File: src/rtl/fir_result_reader_if.sv
// ----------------------------------------------------------------------------
// fir_result_reader_if
//
// Purpose: valid/ready stream carrying scaled FIR results out of the
// result reader.
//
// Signals:
//   m_data   - scaled result word (OUT_W bits)
//   m_valid  - m_data holds a word
//   m_ready  - downstream accepts the word on this clock
//   m_last   - final word of the transfer, qualified by m_valid
//
// Modports:
//   master - the producer (fir_result_reader)
//   slave  - the consumer
// ----------------------------------------------------------------------------
interface fir_result_reader_if #(
    parameter int OUT_W = 32
);
    logic [OUT_W-1:0] m_data;
    logic             m_valid;
    logic             m_ready;
    logic             m_last;

    modport master (
        output m_data,
        output m_valid,
        output m_last,
        input  m_ready
    );

    modport slave (
        input  m_data,
        input  m_valid,
        input  m_last,
        output m_ready
    );
endinterface

File: src/rtl/fir_result_reader.sv
// ----------------------------------------------------------------------------
// fir_result_reader
//
// Purpose: walks len consecutive addresses of the FIR output RAM starting at
// base, scales each signed DATA_W-bit accumulation down to OUT_W bits and
// streams it out on a valid/ready interface with a last-beat flag.  A 2-entry
// buffer keeps one word per clock flowing under continuous m_ready and
// absorbs arbitrary backpressure.
//
// Ports:
//   clk            - rising-edge clock
//   rst            - asynchronous, active-low reset
//   start          - begin a transfer (only looked at while idle)
//   base           - first RAM address, captured with start
//   len            - word count 0..2^ADDR_W, captured with start
//   output_read_en - registered RAM read strobe
//   output_address - registered RAM read address (wraps modulo 2^ADDR_W)
//   ram_data       - RAM read data, valid the cycle after output_read_en
//   m_if           - result stream (master side)
//   busy           - transfer in progress
//   done           - one-cycle completion pulse
//
// Build option:
//   FIR_RESULT_SAT_EN - when defined, the shifted result saturates to the
//                       signed OUT_W range; otherwise it is truncated to its
//                       low OUT_W bits.
// ----------------------------------------------------------------------------
module fir_result_reader #(
    parameter int ADDR_W = 11,
    parameter int DATA_W = 93,
    parameter int OUT_W  = 32,
    parameter int SHIFT  = 40
) (
    input  logic                  clk,
    input  logic                  rst,
    input  logic                  start,
    input  logic [ADDR_W-1:0]     base,
    input  logic [ADDR_W:0]       len,
    output logic                  output_read_en,
    output logic [ADDR_W-1:0]     output_address,
    input  logic [DATA_W-1:0]     ram_data,
    fir_result_reader_if.master   m_if,
    output logic                  busy,
    output logic                  done
);

    typedef enum logic [1:0] {
        IDLE,
        RUN,
        FIN
    } state_t;

    localparam logic [ADDR_W:0] ONE = (ADDR_W + 1)'(1);

    state_t                  state;
    logic [ADDR_W-1:0]       base_q;
    logic [ADDR_W:0]         len_q;
    logic [ADDR_W:0]         issue_cnt;
    logic [ADDR_W:0]         accept_cnt;
    logic                    ram_valid;

    logic [OUT_W-1:0]        fifo_mem [0:1];
    logic                    wr_ptr;
    logic                    rd_ptr;
    logic [1:0]              fifo_cnt;
    logic [1:0]              fifo_cnt_next;

    logic signed [DATA_W-1:0] shifted;
    logic [OUT_W-1:0]        scaled;

    logic                    fifo_empty;
    logic                    stream_valid;
    logic [OUT_W-1:0]        stream_data;
    logic                    handshake;
    logic                    push;
    logic                    pop;
    logic                    is_last;
    logic                    can_issue;

    // Scale the returning RAM word: arithmetic shift first, then either clamp
    // to the signed OUT_W range or keep the low bits.  The clamp test asks
    // whether every bit from the OUT_W sign position upward agrees.
    always_comb begin
        shifted = $signed(ram_data) >>> SHIFT;
`ifdef FIR_RESULT_SAT_EN
        if ((&shifted[DATA_W-1:OUT_W-1]) || !(|shifted[DATA_W-1:OUT_W-1])) begin
            scaled = shifted[OUT_W-1:0];
        end else if (shifted[DATA_W-1]) begin
            scaled = {1'b1, {(OUT_W-1){1'b0}}};
        end else begin
            scaled = {1'b0, {(OUT_W-1){1'b1}}};
        end
`else
        scaled = shifted[OUT_W-1:0];
`endif
    end

`ifndef FIR_RESULT_SAT_EN
    logic scale_unused;
    assign scale_unused = ^shifted[DATA_W-1:OUT_W];
`endif

    // Stream side.  When the buffer is empty the word arriving from the RAM
    // is presented directly (fall-through), which gives the two-clock
    // start-to-valid latency; if it is not taken it is written into the
    // buffer and reappears unchanged at the head on the next cycle.
    // A new read is issued only if, after this edge, buffered words plus the
    // strobe already out plus the new strobe stay within the two slots.
    always_comb begin
        fifo_empty    = (fifo_cnt == 2'd0);
        stream_valid  = !fifo_empty || ram_valid;
        if (!fifo_empty) begin
            stream_data = fifo_mem[rd_ptr];
        end else if (ram_valid) begin
            stream_data = scaled;
        end else begin
            stream_data = '0;
        end
        handshake     = stream_valid && m_if.m_ready;
        push          = ram_valid && !(fifo_empty && m_if.m_ready);
        pop           = !fifo_empty && m_if.m_ready;
        fifo_cnt_next = fifo_cnt + {1'b0, push} - {1'b0, pop};
        is_last       = (accept_cnt == (len_q - ONE));
        can_issue     = (issue_cnt < len_q) &&
                        (({1'b0, fifo_cnt_next} + {2'b00, output_read_en}) < 3'd2);
    end

    assign m_if.m_valid = stream_valid;
    assign m_if.m_data  = stream_data;
    assign m_if.m_last  = stream_valid && is_last;

    // Control FSM, read issue, buffer and counters.  Reset drops everything,
    // including the marker for a read in flight, so stale RAM data returning
    // after reset is never captured.
    always_ff @(posedge clk or negedge rst) begin
        if (!rst) begin
            state          <= IDLE;
            base_q         <= '0;
            len_q          <= '0;
            issue_cnt      <= '0;
            accept_cnt     <= '0;
            ram_valid      <= 1'b0;
            fifo_mem[0]    <= '0;
            fifo_mem[1]    <= '0;
            wr_ptr         <= 1'b0;
            rd_ptr         <= 1'b0;
            fifo_cnt       <= 2'd0;
            output_read_en <= 1'b0;
            output_address <= '0;
            busy           <= 1'b0;
            done           <= 1'b0;
        end else begin
            ram_valid <= output_read_en;

            if (push) begin
                fifo_mem[wr_ptr] <= scaled;
                wr_ptr           <= ~wr_ptr;
            end
            if (pop) begin
                rd_ptr <= ~rd_ptr;
            end
            fifo_cnt <= fifo_cnt_next;

            if (handshake) begin
                accept_cnt <= accept_cnt + ONE;
            end

            case (state)
                IDLE: begin
                    output_read_en <= 1'b0;
                    done           <= 1'b0;
                    issue_cnt      <= '0;
                    accept_cnt     <= '0;
                    if (start) begin
                        base_q <= base;
                        len_q  <= len;
                        if (len == '0) begin
                            state <= FIN;
                            done  <= 1'b1;
                        end else begin
                            // First read goes out straight away so the
                            // strobe appears the cycle after start.
                            state          <= RUN;
                            busy           <= 1'b1;
                            output_read_en <= 1'b1;
                            output_address <= base;
                            issue_cnt      <= ONE;
                        end
                    end
                end

                RUN: begin
                    if (can_issue) begin
                        output_read_en <= 1'b1;
                        output_address <= base_q + issue_cnt[ADDR_W-1:0];
                        issue_cnt      <= issue_cnt + ONE;
                    end else begin
                        output_read_en <= 1'b0;
                    end
                    if (handshake && is_last) begin
                        state <= FIN;
                        busy  <= 1'b0;
                        done  <= 1'b1;
                    end
                end

                FIN: begin
                    output_read_en <= 1'b0;
                    done           <= 1'b0;
                    state          <= IDLE;
                end

                default: begin
                    output_read_en <= 1'b0;
                    busy           <= 1'b0;
                    done           <= 1'b0;
                    state          <= IDLE;
                end
            endcase
        end
    end

endmodule

File: src/flat_wrapper.sv
// flat-port wrapper written by rule: the top's interface ports become plain ports
module fir_result_reader_flat 
#(
    parameter int ADDR_W = 11,
    parameter int DATA_W = 93,
    parameter int OUT_W  = 32,
    parameter int SHIFT  = 40
)
  (clk, rst, start, base, len, output_read_en, output_address, ram_data, busy, done, m_if_m_data, m_if_m_valid, m_if_m_last, m_if_m_ready);
  fir_result_reader_if #(.OUT_W(OUT_W)) m_if_i ();
  input  logic clk;
  input  logic rst;
  input  logic start;
  input  logic [ADDR_W-1:0] base;
  input  logic [ADDR_W:0] len;
  output logic output_read_en;
  output logic [ADDR_W-1:0] output_address;
  input  logic [DATA_W-1:0] ram_data;
  output logic busy;
  output logic done;
  output wire logic [$bits(m_if_i.m_data)-1:0] m_if_m_data;
  output wire logic [$bits(m_if_i.m_valid)-1:0] m_if_m_valid;
  output wire logic [$bits(m_if_i.m_last)-1:0] m_if_m_last;
  input wire logic [$bits(m_if_i.m_ready)-1:0] m_if_m_ready;
  assign m_if_m_data = m_if_i.m_data;
  assign m_if_m_valid = m_if_i.m_valid;
  assign m_if_m_last = m_if_i.m_last;
  assign m_if_i.m_ready = m_if_m_ready;
  fir_result_reader #(.ADDR_W(ADDR_W), .DATA_W(DATA_W), .OUT_W(OUT_W), .SHIFT(SHIFT)) u_core (.clk(clk), .rst(rst), .start(start), .base(base), .len(len), .output_read_en(output_read_en), .output_address(output_address), .ram_data(ram_data), .m_if(m_if_i), .busy(busy), .done(done));
endmodule
File: config.mk
export PLATFORM = sky130hd
export DESIGN_NAME = fir_result_reader_flat
export DESIGN_NICKNAME = d
export VERILOG_FILES = /design/src/rtl/fir_result_reader_if.sv /design/src/rtl/fir_result_reader.sv /design/src/flat_wrapper.sv
export SDC_FILE = /design/constraint.sdc
export NUM_CORES = 1
export LEC_CHECK = 0
export ABC_AREA = 1
export BUFFER_PORTS_ARGS = -buffer_cell sky130_fd_sc_hd__buf_2
export CAP_MARGIN = 20
export CORE_MARGIN = 2
export CORE_UTILIZATION = 50
export DETAILED_ROUTE_END_ITERATION = 7
export PLACE_DENSITY = 0.9
export SYNTH_ARGS = -nofsm -noshare
export SYNTH_HDL_FRONTEND = slang
export SYNTH_SLANG_ARGS = --single-unit
File: constraint.sdc
create_clock -name clk -period 2.3 [get_ports clk]
set_input_delay 0 -clock clk [delete_from_list [all_inputs] [get_ports clk]]
set_output_delay 0 -clock clk [all_outputs]
set_load 0.03 [all_outputs]
==> metrics.yaml <==
drt_iter0_drc: 799
synthesis.nets: 1074
cts_buffer_depth: 2
drive_above_1_share_pct: 21.74
slew_violations: 0
grtUsageMet2_pct: 44.79
maxSlewHeadroom_pct: 30.81
port_buffers: 106
synth.area.top_cells: "dfrtp_1, nand2_1, o21ai_0, inv_1, nand3_1"
grt.overflow.total: 0
p_per_area_nw_per_um2: 1508
synthCells: 927
tightest_slew_ps: 1038
hold_viol: 0
syn_area_per_cell_um2: 8.089
netlist.area_leader.share_pct: 44.05
fp.dieW_um: 126.5
drv_cap: 0
max_freq_mhz: 416.2
gp_congestion: 0.9061
syn_area_um2: 7498
viasPerCell: 5.830
grt_first_pass_wirelength_um: 33950
dr.pass1.iters: 8
clk-insertion-delay-late_ps: 420
antenna-diode-count: 0
core_area_um2: 14590
antenna_found_initial: 0
use_met1_pct: 33.06
dieHeight_um: 126.5
yosysUniqueCellTypes: 43
rsz0062_at_grt: "true"
yosys_warnings: 0
htreeDepth: 4
synth-edff-count: 0
grt_max_degree: 66
drc: 0
worstPathRequired_ps: 2600
gr-usage-met3_pct: 5.652
fin_crit_sh_pct: 104.5
vias: 7561
synth_top_cells_by_count: "nand2_1, o21ai_0, dfrtp_1"
die-area_um2: 15990
crit_arrival_ps: 2700
worstSetupStartpointType: "flip-flop"
rows: 44
dp_hpwl_um: 12450
synth_top_area_cell: "dfrtp_1"
tritoncts: "yes"
routedWlPerCell_um: 17.79
seq_area_frac_synth_pct: 44.05
crit_type: "flip-flop to flip-flop"
ant_nets: 0
grt_pass1_vias: 7051
status: "finished, violations left"
grt.total_usage_pct: 26.18
synthArstFlopShare_pct: 100.0
final-setup-viol-count: 18
cts-root-buf: "clkbuf_16"
cts.reportedPaths.clkPinSlew_ps: 60
crit_fanout: 4
start_util_pct: 51.40
fin_ws_ps: -102.8
routed_wl_um: 23070
ir_worst_vdd_mv: 1.103
synth_flop_cell: "dfrtp_1"
violations: "setup timing"
synth_seq_cells: 132
leakage_nw: 4.839
cts-buffers-inserted: 17
cts_sinks: 132
synth.most_common_cell: "nand2_1"
syn_to_final_growth_pct: 31.47
hold_path.class: "input port to asynchronous set/reset pin"
fin_nets: 1247
ios: 168
end_kind: "flip-flop"
clock_skew_ps: 8.875
layout_min_cycle_time_ps: 2403
grt-busiest-layer: "met2"
hold_slack_ps: 136.0
setup_tns_ps: -756.9
[sequential cells by signal, indices dropped and copies added (netlist names)]
register	flops
u_core.issue_cnt	12
u_core.output_address	11
u_core.done	1
u_core.state	2
u_core.busy	1
u_core.fifo_cnt	2
u_core.base_q	11
u_core.wr_ptr	1
u_core.len_q	12
u_core.fifo_mem	64
u_core.output_read_en	1
u_core.accept_cnt	12
u_core.rd_ptr	1
u_core.ram_valid	1
[where the power goes]
| part | leakage (nW) | switching [W] | internal (W) |
|---|---|---|---|
| combinational | 2.88 | 0.00513 | 0.00276 |
| sequential | 1.65 | 0.000798 | 0.00329 |
| clock | 0.303 | 0.00105 | 0.00184 |
| total | 4.84 | 0.00698 | 0.00789 |
[cell usage in the layout, fill, tap and decap left out, types with 9 or more instances in the layout]
cell type,synthesis,routed
a21oi_1,32,27
xor2_1,13,13
dlygate4sd3_1,0,58
nor2_2,9,10
nor2_1,48,42
clkbuf_16,0,17
mux2i_1,32,32
buf_4,0,18
o21ai_0,137,135
inv_1,114,111
ha_1,26,22
nand2_1,188,182
nand3_1,72,66
nand4_1,9,9
buf_2,8,104
dfrtp_1,132,130
[layer usage]
metal  up-vias  wire length (um)
li1       3405                 -
met1      3508              8729
met2       520             11230
met3       128              2092
met4         0              1013
met5         -                 0
[cells by family (layout without fill, tap and decap cells)]
kind of cell | after synthesis | count (layout) | synth area share, %
AO/OA/AOI/OAI | 196 | 196 | 13.73
XOR/XNOR | 20 | 20 | 2.336
adder cells (fa/ha/maj) | 27 | 27 | 4.605
buffers and inverters | 155 | 338 | 8.093
flip-flops | 132 | 132 | 44.05
multiplexers | 37 | 37 | 5.023
AND/OR/NAND/NOR | 360 | 363 | 22.16
[path summary, 6_finish.rpt]
check / start / endpoint / slack, ps / depth (start not counted)
worst max register to register: u_core.fifo_cnt[0]$_DFF_PN0_ / u_core.issue_cnt[6]$_DFFE_PN0P_ / -100 / 12
worst max-delay path: u_core.fifo_cnt[0]$_DFF_PN0_ / u_core.issue_cnt[6]$_DFFE_PN0P_ / -100 / 12
min in group clk: base[2] / u_core.base_q[2]$_DFFE_PN0P_ / 380 / 3
worst min register to register: u_core.fifo_mem[33]$_DFFE_PN0P_ / u_core.fifo_mem[33]$_DFFE_PN0P_ / 480 / 2
worst min-delay path: rst / u_core.fifo_mem[4]$_DFFE_PN0P_ / 140 / 2
max in group asynchronous: rst / u_core.issue_cnt[0]$_DFFE_PN0P_ / 1490 / 3
[critical path, stage by stage (launching register included)]
cell,delay (ps)
dfrtp_1,410
nor2_4,180
nor2_4,60
ha_4,260
inv_2,30
ha_4,220
nand2_4,70
nand3_4,80
nor4_4,400
nand2_4,90
buf_4,190
o21ai_0,200
nor2_1,90
[cell type report]
class,count,area [um2]
Clock buffer,19,442.9
Clock inverter,13,181.4
Fill cell,953,4731
Inverter,117,441.7
Multi-Input combinational cell,643,3864
Sequential cell,132,3306
Tap cell,184,230.2
Timing Repair Buffer,189,1393
[per-stage QoR]
| step | area (um2) | power [W] | setup slack [ps] | utilization, % | instances |
|---|---|---|---|---|---|
| 2_1_floorplan | 7526 | 0.008752 | 14.79 | - | 927 |
| 3_3_place_gp | 8263 | 0.01020 | 63.22 | 56.64 | 1192 |
| 3_5_place_dp | 8263 | 0.01046 | 10.40 | 56.64 | 1192 |
| 4_1_cts | 9525 | 0.01358 | -3.001 | 65.29 | 1287 |
| 5_1_grt | 9858 | 0.01570 | -152.1 | 67.57 | 1297 |
| 6_report | 9858 | 0.01487 | -102.8 | 67.57 | 1297 |
[timing repair]
item / 4_1_cts / 5_1_grt
resized for setup: 5 / 58
buffers inserted: 5 / 6
hold buffers: 58 / 0
cloned: 0 / 4
pin swaps: 4 / 21
hold endpoints to repair: 143 / 0
setup endpoints to repair: 1 / 28
Power figures use the tool's default switching activity.
